[src/rtl/mem_port_arbiter.sv]
// -----------------------------------------------------------------------------
// mem_port_arbiter
//
// Shares one single-port, word-organised memory between instruction fetch (IF)
// and data load/store (D). Each access walks IDLE -> ISSUE (-> WAIT for reads)
// and every requester-facing output is registered.
//
// Optional feature macro: ARB_FAIRNESS_EN
//   Defined   : a starve counter lets IF win a conflict after MAX_WAIT
//               consecutive D grants that were made while IF was waiting.
//   Undefined : strict D priority; IF can starve.
//
// Handshake: a requester raises req (with its address/data) and holds it until
// it sees its 1-cycle gnt pulse, then drops req in that same cycle. A req seen
// while busy is ignored, not queued. Read data is returned with a 1-cycle valid
// pulse two cycles after gnt; stores produce no valid.
//
// Ports
//   clk, rst_n                 clock, asynchronous active-low reset
//   if_req/if_addr             fetch request and byte address
//   if_gnt/if_valid/if_rdata   fetch accept pulse, data pulse, fetched word
//   d_req/d_we/d_addr/d_wdata  data request, store flag, byte address, store data
//   d_gnt/d_valid/d_rdata      data accept pulse, load data pulse, load word
//   mem_en/mem_we/mem_addr/
//   mem_wdata/mem_rdata        memory array port (1-cycle read latency)
//   busy                       high whenever the FSM is not IDLE
// -----------------------------------------------------------------------------
module mem_port_arbiter #(
    parameter int ADDR_W   = 8,
    parameter int DATA_W   = 32,
    parameter int MAX_WAIT = 4
) (
    input  logic              clk,
    input  logic              rst_n,
    input  logic              if_req,
    input  logic [ADDR_W-1:0] if_addr,
    output logic              if_gnt,
    output logic              if_valid,
    output logic [DATA_W-1:0] if_rdata,
    input  logic              d_req,
    input  logic              d_we,
    input  logic [ADDR_W-1:0] d_addr,
    input  logic [DATA_W-1:0] d_wdata,
    output logic              d_gnt,
    output logic              d_valid,
    output logic [DATA_W-1:0] d_rdata,
    output logic              mem_en,
    output logic              mem_we,
    output logic [ADDR_W-3:0] mem_addr,
    output logic [DATA_W-1:0] mem_wdata,
    input  logic [DATA_W-1:0] mem_rdata,
    output logic              busy
);

    typedef enum logic [1:0] {
        S_IDLE  = 2'd0,
        S_ISSUE = 2'd1,
        S_WAIT  = 2'd2
    } state_t;

    state_t state;
    state_t state_next;

    // Access latched at grant time; owner_d is 1 when D owns the access.
    logic              owner_d;
    logic [ADDR_W-3:0] addr_q;
    logic [DATA_W-1:0] wdata_q;
    logic              we_q;

    logic grant_if;
    logic grant_d;
    logic if_turn;

    // Byte-offset bits are deliberately dropped; MAX_WAIT only matters when
    // the fairness counter is built.
    logic unused_bits;
    assign unused_bits = &{1'b0, if_addr[1:0], d_addr[1:0], (MAX_WAIT == 0)};

`ifdef ARB_FAIRNESS_EN
    localparam int CNT_W = $clog2(MAX_WAIT + 1);
    logic [CNT_W-1:0] starve_cnt;

    // Counts D grants made while IF was also asking; saturates at MAX_WAIT,
    // at which point the next conflict goes to IF.
    always_ff @(posedge clk or negedge rst_n) begin
        if (!rst_n) begin
            starve_cnt <= '0;
        end else if (grant_if) begin
            starve_cnt <= '0;
        end else if (grant_d && if_req && (starve_cnt != CNT_W'(MAX_WAIT))) begin
            starve_cnt <= starve_cnt + CNT_W'(1);
        end
    end

    assign if_turn = (starve_cnt == CNT_W'(MAX_WAIT));
`else
    assign if_turn = 1'b0;
`endif

    // State register.
    always_ff @(posedge clk or negedge rst_n) begin
        if (!rst_n) begin
            state <= S_IDLE;
        end else begin
            state <= state_next;
        end
    end

    // Next state and grant decision. D normally wins a conflict because its
    // instruction is older (already in MEM).
    always_comb begin
        state_next = state;
        grant_if   = 1'b0;
        grant_d    = 1'b0;
        case (state)
            S_IDLE: begin
                if (d_req && !(if_req && if_turn)) begin
                    grant_d    = 1'b1;
                    state_next = S_ISSUE;
                end else if (if_req) begin
                    grant_if   = 1'b1;
                    state_next = S_ISSUE;
                end
            end
            S_ISSUE: state_next = we_q ? S_IDLE : S_WAIT;
            S_WAIT:  state_next = S_IDLE;
            default: state_next = S_IDLE;
        endcase
    end

    // Memory port is only driven during ISSUE; zero otherwise.
    always_comb begin
        mem_en    = 1'b0;
        mem_we    = 1'b0;
        mem_addr  = '0;
        mem_wdata = '0;
        if (state == S_ISSUE) begin
            mem_en    = 1'b1;
            mem_we    = we_q;
            mem_addr  = addr_q;
            mem_wdata = wdata_q;
        end
    end

    assign busy = (state != S_IDLE);

    // Access latches, grant pulses and read-data return.
    always_ff @(posedge clk or negedge rst_n) begin
        if (!rst_n) begin
            owner_d  <= 1'b0;
            addr_q   <= '0;
            wdata_q  <= '0;
            we_q     <= 1'b0;
            if_gnt   <= 1'b0;
            d_gnt    <= 1'b0;
            if_valid <= 1'b0;
            d_valid  <= 1'b0;
            if_rdata <= '0;
            d_rdata  <= '0;
        end else begin
            if_gnt   <= grant_if;
            d_gnt    <= grant_d;
            if_valid <= 1'b0;
            d_valid  <= 1'b0;

            if (grant_d) begin
                owner_d <= 1'b1;
                addr_q  <= d_addr[ADDR_W-1:2];
                wdata_q <= d_wdata;
                we_q    <= d_we;
            end else if (grant_if) begin
                owner_d <= 1'b0;
                addr_q  <= if_addr[ADDR_W-1:2];
                wdata_q <= '0;
                we_q    <= 1'b0;
            end

            // mem_rdata belongs to the read issued one cycle earlier.
            if (state == S_WAIT) begin
                if (owner_d) begin
                    d_rdata <= mem_rdata;
                    d_valid <= 1'b1;
                end else begin
                    if_rdata <= mem_rdata;
                    if_valid <= 1'b1;
                end
            end
        end
    end

endmodule

[config.mk]
export PLATFORM = sky130hd
export DESIGN_NAME = mem_port_arbiter
export DESIGN_NICKNAME = d
export VERILOG_FILES = /design/src/rtl/mem_port_arbiter.sv
export SDC_FILE = /design/constraint.sdc
export NUM_CORES = 1
export LEC_CHECK = 0
export ABC_AREA = 1
export ABC_CLOCK_PERIOD_IN_PS = 1220
export BUFFER_PORTS_ARGS = -buffer_cell sky130_fd_sc_hd__buf_2
export CELL_PAD_IN_SITES_DETAIL_PLACEMENT = 1
export CELL_PAD_IN_SITES_GLOBAL_PLACEMENT = 1
export CORE_ASPECT_RATIO = 0.6
export CORE_MARGIN = 3
export CORE_UTILIZATION = 34
export CTS_CLUSTER_DIAMETER = 50
export DETAILED_ROUTE_END_ITERATION = 12
export GPL_TIMING_DRIVEN = 0
export PLACE_DENSITY_LB_ADDON = 0.08
export SYNTH_ARGS = -nofsm -noshare
export SYNTH_HDL_FRONTEND = slang
export SYNTH_SLANG_ARGS = --single-unit
[constraint.sdc]
create_clock -name clk -period 1.22 [get_ports clk]
set_input_delay 0.061 -clock clk [delete_from_list [all_inputs] [get_ports clk]]
set_output_delay 0.061 -clock clk [all_outputs]
set_load 0.02 [all_outputs]
Yosys cells after proc, flatten, opt, wreduce, memory -nomap -nowiden
Cells that the tools add are included. Widths: inputs -> output; s select.

Equality and inequality tests: 3. Muxes and demuxes: 24. Bitwise logic cells: 1. Reductions and logical operators: 5.

Operators by type and width (number): $mux 32 (3); $mux 6 (3); $mux 1 (14); $mux 2 (3); $pmux 2 s2 (1); $reduce_and 2->1 (2); $reduce_bool 2->1 (2); $ne 3x3->1 const B (1); $eq 2x1->1 const B (1); $eq 2x2->1 const B (1); $logic_not 2->1 (1); $not 1->1 (1).

Register bits after elaboration: 110. Input bits: 85. Output and inout bits: 109. Word-level logic and storage cells: 44.

Depth between registers and ports, before layout
Gate-level depths: netlist of the first run.

Depth after elaboration: 5. Gate-level depth with buffers: 6.

Least setup slack after synthesis of the first run
Ideal clock, no wire load.

Path type: flip-flop to output port. Start point: register state[0]. End point: output mem_addr[0]. Arrival time: 1.363 ns. Required time: 1.159 ns. Slack: -0.204 ns. Cell stages (with the launch flop): 6. Path buffers: 1. Path through: dfrtp_1 > inv_1 > nor2_1 > inv_1 > buf_2 > nor2_1.

Longest elaborated chain between the ends: 2.

RTL lines: start, declared (RTL line 61) `state_t state;`; start signal, assigned (RTL line 105) `state <= state_next;`; $eq 2x1->1 (RTL line 137) `if (state == S_ISSUE) begin`; $mux 6 (RTL line 137); end, declared (RTL line 49) `output logic [ADDR_W-3:0] mem_addr,`.

No other way between the ends.

Final worst setup path of the first run
Start point: register state[0]. End point: register if_rdata[28].

Longest elaborated chain between the ends: 2.

RTL lines: $eq 2x2->1 (RTL line 179) `if (state == S_WAIT) begin`; $reduce_and 2->1 (no source line); end signal, assigned (RTL line 184) `if_rdata <= mem_rdata;`; end, declared (RTL line 39) `output logic [DATA_W-1:0] if_rdata,`.

No other way between the ends. A chain may end at the register's enable or synchronous reset.

==> results.yml, run 1 <==
status:
  status: "finished with violations"
  violations: "setup timing"
cts:
  cts_root_buf: "clkbuf_16"
  cts_made_buffers: 9
  clockBufferDepth: 2
  cts_tree: "built"
  cts.sinks: 110
  clk_pin_slew_worst_paths_ns: 0.08
  h-tree-depth: 3
  worstSkewPairLatency_ns: 0.34
floorplan:
  die_h_um: 95.1
  coreArea_mm2: 0.0125
  io_pins: 194
  dieArea_mm2: 0.0147
  rows: 31
  die_w_um: 154
  initial_utilization_pct: 36.0
grt:
  antenna_found_initial: 1
  overflow: 0
  grt_first_pass_wirelength_um: 26500
  grt_usage_pct: 23.2
  grt_max_degree: 70
  grt_pass1_vias: 4950
critical_path:
  cp_data_arrival_time_ns: 1.81
  cpLargestDelayFamily: "buffers and inverters"
  cp_num_buf_inv: 5
  critPathSlowestCell: "dfrtp_1"
  r2r_end: "if_rdata[28]"
  critPathCaptureType: "flop"
  ff2ff_path_depth: 8
  path_cells: "inv_2 -> buf_6 -> buf_6 -> nand3_4 -> buf_8 -> bufbuf_16 -> nand2_1 -> o21ai_1"
  reg2reg_from: "state[0]"
  path_common_cell: "buf_6"
  cpPeakStageDelay_ns: 0.42
  critPathKind: "reg2reg"
  cp_max_fo: 5
  worstSetupStartpointType: "flop"
  r2r_slack_ns: -0.37
  required_ns: 1.44
placement:
  dpl_worst_slack_ns: -0.189
  gp_congestion: 0.778
  place_hpwl_um: 10600
  io_buffers: 188
route:
  vias: 4662
  dr.pass1.iters: 4
  drtIter0Drc: 177
  drtAntennaViolNets: 0
  drc: 0
  wl_per_cell_um: 20.8
  drt-total-wl_um: 20200
  viasPerCell: 4.80
finish:
  seqCellArea_mm2: 0.00275
  mostFrequentLayoutCell: "buf_2"
  n_fill_cell: 1364
  nets: 885
  multi_input_comb_area_mm2: 0.00195
  final_util_pct: 66.9
  layout-drive-gt1-share_pct: 54.0
  syn2layout_area_growth_pct: 85.8
  mostFrequentLayoutCells: "buf_2, dfrtp_1, inv_1"
timing:
  setup_slack_ns: -0.369
  slew_violations: 0
  skew_ns: 0.0110
  setup_viol: 148
  tightest_slew_ns: 0.568
  rsz0062_at_grt: "yes"
  period_minus_slack_ns: 1.59
  hold_viol_final: 0
  layout_worst_path_cycle_share_pct: 130
  fmaxAchievable_ghz: 0.629
  relSlewSlack_pct: 62.2
power_and_ir_drop:
  p_leak_nw: 4.24
  peakVddDrop_mv: 1.25
  cellPowerDensity_mw_per_mm2: 2640
synthesis:
  synth_seq_cells: 110
  syn_area_mm2: 0.00450
  yosysWarningCount: 0
  syn_inst: 502
  syn-num-nets: 587
  synth_seq_area_share_pct: 61.2
  synth.distinct_cells: 15
  synth.avg_cell_area_um2: 8.96
worst_hold_path:
  whs_path_depth: 3
  min_path_type: "in2reg"
  hp-start: "mem_rdata[22]"
  holdPathEnd: "d_rdata[22]"
flow_run:
  drv_cap: 0
Yosys cell counts (all sizes together):
cell type  count  share of area [%]
inv           91                7.6
nand3         14                1.6
dfrtp        110                 61
nor2          45                4.0
clkbuf         2               0.17
buf           24                4.5
nand2        118                 10
o21ai         98                 11
cell families (layout without fill, tap and decap cells):
logic type | count (synthesis) | in the layout | synth area share, %
DFF | 110 | 110 | 61.2
other | 0 | 1 | 0
AOI/OAI and AO/OA | 98 | 98 | 10.9
buffers and inverters | 117 | 420 | 12.4
and+or+nand+nor | 177 | 177 | 15.5
worst max-delay path by stage:
stage	cells past startpoint	slack, ns	end	startpoint
global route	8	-0.41	if_rdata[28]	state[0]
detailed placement	5	-0.19	wdata_q[6]	state[0]
floorplan	4	-0.05	mem_addr[0]	state[1]
global placement	1	-1.20	wdata_q[6]	rst_n
finish	8	-0.37	if_rdata[28]	state[0]
CTS	6	-0.27	mem_wdata[29]	state[0]
registers in the layout, indices dropped and copies added, names as in the netlist:
name and cells:
addr_q 6, d_gnt 1, d_rdata 32, d_valid 1
if_gnt 1, if_rdata 32, if_valid 1, owner_d 1
state 2, wdata_q 32, we_q 1
area by class of cell:
class	count	share of cell area (%)
plain buffers	24	4.58
multi-input cells	275	23.4
inverters	91	4.36
clock inverters	4	0.374
well taps	165	2.47
repair buffers	289	28.8
clock buffers	12	3.07
diodes	1	0.0299
flip-flops and latches	110	32.9
worst reg2reg max path: stages (launching register included):
cell,delay (ns)
dfrtp_1,0.42
inv_2,0.11
buf_6,0.11
buf_6,0.11
nand3_4,0.10
buf_8,0.18
bufbuf_16,0.27
nand2_1,0.08
o21ai_1,0.08
report_power, final:
group          total, mW  switching [mW]  internal (mW)
registers           6.48            1.16           5.33
clock network       2.87            1.36           1.51
logic               12.7            7.39           5.34
timing repair:
item | 4_1_cts | 5_1_grt
endpoints found under the hold margin | 116 | 0
gates cloned | 11 | 3
buffers inserted | 19 | 7
pin swaps | 0 | 19
gates resized for setup | 184 | 180
endpoints found under the setup margin | 148 | 148
hold buffers | 63 | 0
per-stage QoR:
step	total power, mW	instances	TNS (ns)	area [um2]	hold WS, ns
5_1_grt	23.2	971	-39.32	8360	0.0401
3_3_place_gp	13.7	855	-139.66	5750	0.274
3_5_place_dp	14.1	856	-12.52	5780	0.0995
6_report	22.1	971	-34.12	8360	0.0300
4_1_cts	19.6	965	-27.02	7700	0.00349
2_1_floorplan	11.1	502	-2.98	4600	-0.235
per-layer routing:
metal  up-vias  global-route usage [%]  wire length, um
li1       2132                       -                -
met1      2314                    30.8             8460
met2       175                    38.1             9970
met3        41                    6.08             1210
met4         0                    6.54              576
met5         -                       0                0
(Power assumes the default switching activity.)
==> run 2: changes to the inputs <==
--- a/config.mk
+++ b/config.mk
@@ -16,7 +16,9 @@
 export CTS_CLUSTER_DIAMETER = 50
 export DETAILED_ROUTE_END_ITERATION = 12
 export GPL_TIMING_DRIVEN = 0
+export MAX_ROUTING_LAYER = met4
 export PLACE_DENSITY_LB_ADDON = 0.08
+export SLEW_MARGIN = 40
 export SYNTH_ARGS = -nofsm -noshare
 export SYNTH_HDL_FRONTEND = slang
 export SYNTH_SLANG_ARGS = --single-unit
==> run 2 against run 1 <==
Against the previous run: the run still ends with setup timing left; clock power is 1% higher; hold slack worse by 0.018 ns; clock skew is 0.0051 ns lower; sequential share of layout area is 3.4 points higher; largest power group unchanged; highest routed layer unchanged.
==> results.yml, run 2 (synthesized netlist as in run 1, its figures left out) <==
status:
  status: "finished with violations"
  violations: "setup timing"
finish:
  mostFrequentLayoutCell: "buf_2"
  n_fill_cell: 1437
  layout-drive-gt1-share_pct: 38.9
  final_util_pct: 60.7
  instances_no_fill: 962
  mostFrequentLayoutCells: "buf_2, nand2_1, dfrtp_1"
  nets: 878
  syn2layout_area_growth_pct: 68.5
  reg_top3: "d_rdata (32), if_rdata (32), wdata_q (32)"
  diodes: 0
grt:
  grt_usage_pct: 21.8
  overflow: 0
  antenna_found_initial: 0
  grt_first_pass_wirelength_um: 24700
  grt_pass1_vias: 4800
  grt_max_degree: 77
cts:
  cts_tree: "built"
  cts_root_buf: "clkbuf_16"
  worstSkewPairLatency_ns: 0.34
  cts_made_buffers: 9
  clockBufferDepth: 2
  cts.sinks: 110
  clk_pin_slew_worst_paths_ns: 0.07
  h-tree-depth: 3
power_and_ir_drop:
  p_leak_nw: 3.97
  peakVddDrop_mv: 1.17
  cellPowerDensity_mw_per_mm2: 2560
  fin_total_pwr_mw: 19.4
floorplan:
  io_pins: 194
  initial_utilization_pct: 36.0
  dieArea_mm2: 0.0147
  rows: 31
  die_h_um: 95.1
  coreArea_mm2: 0.0125
  die_w_um: 154
timing:
  hold_ws_ns: 0.0118
  skew_ns: 0.00589
  slew_violations: 0
  fmaxAchievable_ghz: 0.682
  setup_viol: 139
  setup_slack_ns: -0.247
  hold_viol_final: 0
  layout_worst_path_cycle_share_pct: 120
  period_minus_slack_ns: 1.47
  tightest_slew_ns: 0.384
  relSlewSlack_pct: 74.4
  rsz0062_at_grt: "yes"
critical_path:
  cpPeakStageDelay_ns: 0.37
  cp_data_arrival_time_ns: 1.41
  r2r_slack_ns: -0.19
  critPathKind: "reg2out"
  r2r_end: "wdata_q[20]"
  cp_max_fo: 10
  required_ns: 1.16
  cp_num_buf_inv: 4
  critPathSlowestCell: "dfrtp_1"
  worstSetupStartpointType: "flop"
  path_cells: "inv_2 -> nor2_4 -> inv_6 -> buf_8 -> nor2_2 -> buf_4"
  reg2reg_from: "state[0]"
  critPathCaptureType: "output port"
  ff2ff_path_depth: 8
  cpLargestDelayFamily: "buffers and inverters"
route:
  drt-total-wl_um: 16100
  dr.pass1.iters: 4
  viasPerCell: 4.60
  vias: 4422
  drtIter0Drc: 179
  wl_per_cell_um: 16.7
  drc: 0
  drtAntennaViolNets: 0
worst_hold_path:
  min_path_type: "in2reg"
  whs_path_depth: 3
  holdPathEnd: "if_rdata[26]"
  hp-start: "mem_rdata[26]"
flow_run:
  drv_cap: 0
placement:
  gp_congestion: 0.789
  place_hpwl_um: 10500
  numPlacedInstances: 856
  io_buffers: 188
[run 2: cell count changes in the layout (fill, tap and decap cells not counted), sizes merged]
| cell | before | now |
|---|---|---|
| dlygate4sd3 | 63 | 65 |
| bufinv | 0 | 1 |
| bufbuf | 1 | 2 |
| clkbuf | 16 | 15 |
| diode | 1 | 0 |
| clkinv | 2 | 1 |
| inv | 90 | 91 |
| buf | 245 | 234 |
[run 2: per-stage QoR]
stage               cell area, um2  TNS, ns  setup WS (ns)
finish                        7580   -16.70         -0.247
global route                  7580   -26.39         -0.320
global placement              5750  -139.66          -1.20
detailed placement            5780   -13.45         -0.213
floorplan                     4600    -2.98        -0.0480
CTS                           7290   -16.80         -0.234
[run 2: layout make-up]
type / instances / area (um2) / area share, %
Buffer: 25 / 317 / 4.18
Tap cell: 165 / 206 / 2.72
Clock buffer: 10 / 229 / 3.02
Clock inverter: 5 / 61.3 / 0.809
Inverter: 91 / 352 / 4.64
Multi-Input combinational cell: 275 / 1450 / 19.1
Sequential cell: 110 / 2750 / 36.3
Timing Repair Buffer: 281 / 2210 / 29.2
[run 2: what timing repair did]
action	CTS	global route
cloned	4	4
resized for setup	120	47
setup endpoints to repair	148	144
pin swaps	1	2
hold buffers	65	0
endpoints found under the hold margin	196	0
buffers inserted	14	5
[run 2: layer usage]
metal	vias to the layer above	global-route usage [%]	wire length, um
li1	2105	-	-
met1	2166	27.8	7370
met2	136	36.9	7690
met3	15	4.22	865
met4	0	3.97	169
met5	-	-	0
[run 2: worst max path at each step]
stage	from	end	slack, ns	cells past startpoint
6_report	state[0]	mem_wdata[20]	-0.25	6
5_1_grt	state[0]	mem_wdata[5]	-0.32	6
4_1_cts	state[1]	mem_addr[0]	-0.23	5
3_5_place_dp	state[0]	wdata_q[5]	-0.21	5
3_3_place_gp	rst_n	wdata_q[6]	-1.20	1
2_1_floorplan	state[1]	mem_addr[0]	-0.05	4
[run 2: report_power, final]
part	internal [mW]	leakage (nW)	switching [mW]
Clock	1.59	0.131	1.33
Sequential	5.32	1.37	0.834
Combinational	4.25	2.47	6.12
Total	11.2	3.97	8.28
[run 2: worst register-to-register path, delay by kind of cell (launching register included)]
family	cells	cell delay (ns)
buffers and inverters	5	0.62
AO/OA/AOI/OAI	1	0.06
AND/OR/NAND/NOR	2	0.23
flip-flops	1	0.40
==> run 3: changes to the inputs <==
--- a/config.mk
+++ b/config.mk
@@ -16,8 +16,7 @@
 export CTS_CLUSTER_DIAMETER = 50
 export DETAILED_ROUTE_END_ITERATION = 12
 export GPL_TIMING_DRIVEN = 0
-export MAX_ROUTING_LAYER = met4
-export PLACE_DENSITY_LB_ADDON = 0.08
+export PLACE_DENSITY_LB_ADDON = 0.12
 export SLEW_MARGIN = 40
 export SYNTH_ARGS = -nofsm -noshare
 export SYNTH_HDL_FRONTEND = slang
==> run 3 against run 2 <==
Against the previous run: flip-flop and latch count unchanged; critical endpoint is now mem_wdata[24]; the flow still finishes with violations (setup timing); cell area up 11%; die area unchanged; largest power group unchanged; core utilization up 6.6 points; global-route usage up 1.5 points.
==> results.yml, run 3 (synthesized netlist as in run 1, its figures left out) <==
status:
  status: "finished with violations"
  violations: "setup timing"
route:
  drtAntennaViolNets: 0
  vias: 4672
  drtIter0Drc: 155
  drc: 0
  drt-total-wl_um: 19600
  wl_per_cell_um: 20.1
  viasPerCell: 4.78
  dr.pass1.iters: 4
flow_run:
  drv_cap: 0
power_and_ir_drop:
  peakVddDrop_mv: 1.09
  p_leak_nw: 4.28
  fin_total_pwr_mw: 22.1
  cellPowerDensity_mw_per_mm2: 2630
finish:
  mostFrequentLayoutCells: "buf_2, dfrtp_1, inv_1"
  layout-drive-gt1-share_pct: 52.4
  reg_top3: "d_rdata (32), if_rdata (32), wdata_q (32)"
  final_util_pct: 67.3
  nets: 891
  instances_no_fill: 978
  mostFrequentLayoutCell: "buf_2"
  syn2layout_area_growth_pct: 86.8
grt:
  grt_usage_pct: 23.3
  grt_max_degree: 57
  grt_pass1_vias: 5079
  overflow: 0
  antenna_found_initial: 2
  grt_first_pass_wirelength_um: 26800
cts:
  clk_pin_slew_worst_paths_ns: 0.07
  h-tree-depth: 3
  clockBufferDepth: 2
  cts_root_buf: "clkbuf_16"
  cts_made_buffers: 9
  worstSkewPairLatency_ns: 0.35
  cts.sinks: 110
  cts_tree: "built"
floorplan:
  io_pins: 194
  initial_utilization_pct: 36.0
  dieArea_mm2: 0.0147
  die_h_um: 95.1
  rows: 31
  die_w_um: 154
  coreArea_mm2: 0.0125
worst_hold_path:
  min_path_type: "in2reg"
  hp-start: "mem_rdata[23]"
timing:
  setup_slack_ns: -0.345
  hold_ws_ns: 0.0377
  setup_viol: 147
  hold_viol_final: 0
  relSlewSlack_pct: 69.9
  tightest_slew_ns: 0.452
  rsz0062_at_grt: "yes"
  fmaxAchievable_ghz: 0.639
  period_minus_slack_ns: 1.57
  layout_worst_path_cycle_share_pct: 128
  skew_ns: 0.00440
  slew_violations: 0
critical_path:
  critPathKind: "reg2out"
  required_ns: 1.16
  critPathCaptureType: "output port"
  cp_data_arrival_time_ns: 1.50
  cp_max_fo: 10
  cp-startpoint: "state[0]"
  worstSetupStartpointType: "flop"
  reg2reg_from: "state[1]"
placement:
  gp_congestion: 0.775
  numPlacedInstances: 856
  place_hpwl_um: 10600
  dpl_worst_slack_ns: -0.209
  io_buffers: 188
==> run 3: cell types whose count changed in the layout (fill, tap and decap cells not counted), moves of 3 or more <==
cell,previous run,this run
nand2_1,116,77
nand3_1,12,7
o21ai_2,3,60
buf_12,3,15
nand2_2,1,19
buf_16,1,8
nand3_2,0,6
clkbuf_16,12,15
o21ai_1,78,29
buf_6,58,51
nand2_4,1,22
o21ai_0,17,8
==> run 3: layout make-up <==
cell class              instances  area [um2]
diodes                          2        5.00
plain buffers                  24         363
clock buffers                  10         239
clock inverters                 6        45.0
fillers                      1332        4090
inverters                      91         364
multi-input cells             275        1890
flip-flops and latches        110        2750
well taps                     165         206
repair buffers                295        2530
==> run 3: path summary, 6_finish.rpt <==
path,cells past startpoint,slack [ns],end
worst max-delay path,6,-0.35,mem_wdata[24]
worst min-delay path,3,0.04,if_rdata[23]
worst max register to register,9,-0.26,addr_q[0]
worst min register to register,1,0.47,state[1]
max in group asynchronous,3,0.36,wdata_q[1]
min in group asynchronous,2,0.23,d_rdata[7]
==> run 3: critical path, cell delays in order, from the launching register on <==
cell and delay [ns]:
dfrtp_1 0.38, inv_2 0.07, nor2_4 0.16, inv_6 0.08, buf_12 0.16, nor2_2 0.14, buf_6 0.15
==> run 3: per-stage QoR <==
stage          cell area (um2)  setup TNS [ns]
3_5_place_dp              5780          -13.17
4_1_cts                   7470          -16.69
5_1_grt                   8400          -36.24
6_report                  8400          -27.43
3_3_place_gp              5750         -134.98
2_1_floorplan             4600           -2.98
==> run 3: repair_timing <==
item,CTS,global route
hold buffers,67,0
pin swaps,3,15
cloned,7,7
gates resized for setup,124,202
buffers inserted,13,14
endpoints found under the hold margin,139,0
setup endpoints to repair,149,146
==> run 3: per-layer routing <==
metal / track usage [%] / vias up / wire length [um]
li1: - / 2144 / -
met1: 29.1 / 2334 / 8070
met2: 40.2 / 159 / 10100
met3: 6.71 / 35 / 996
met4: 6.39 / 0 / 427
met5: 0 / - / 0
==> run 3: report_power, final <==
group,internal (mW),switching [mW]
registers,5.33,1.09
clock network,1.45,1.40
logic,5.54,7.27
total,12.3,9.76
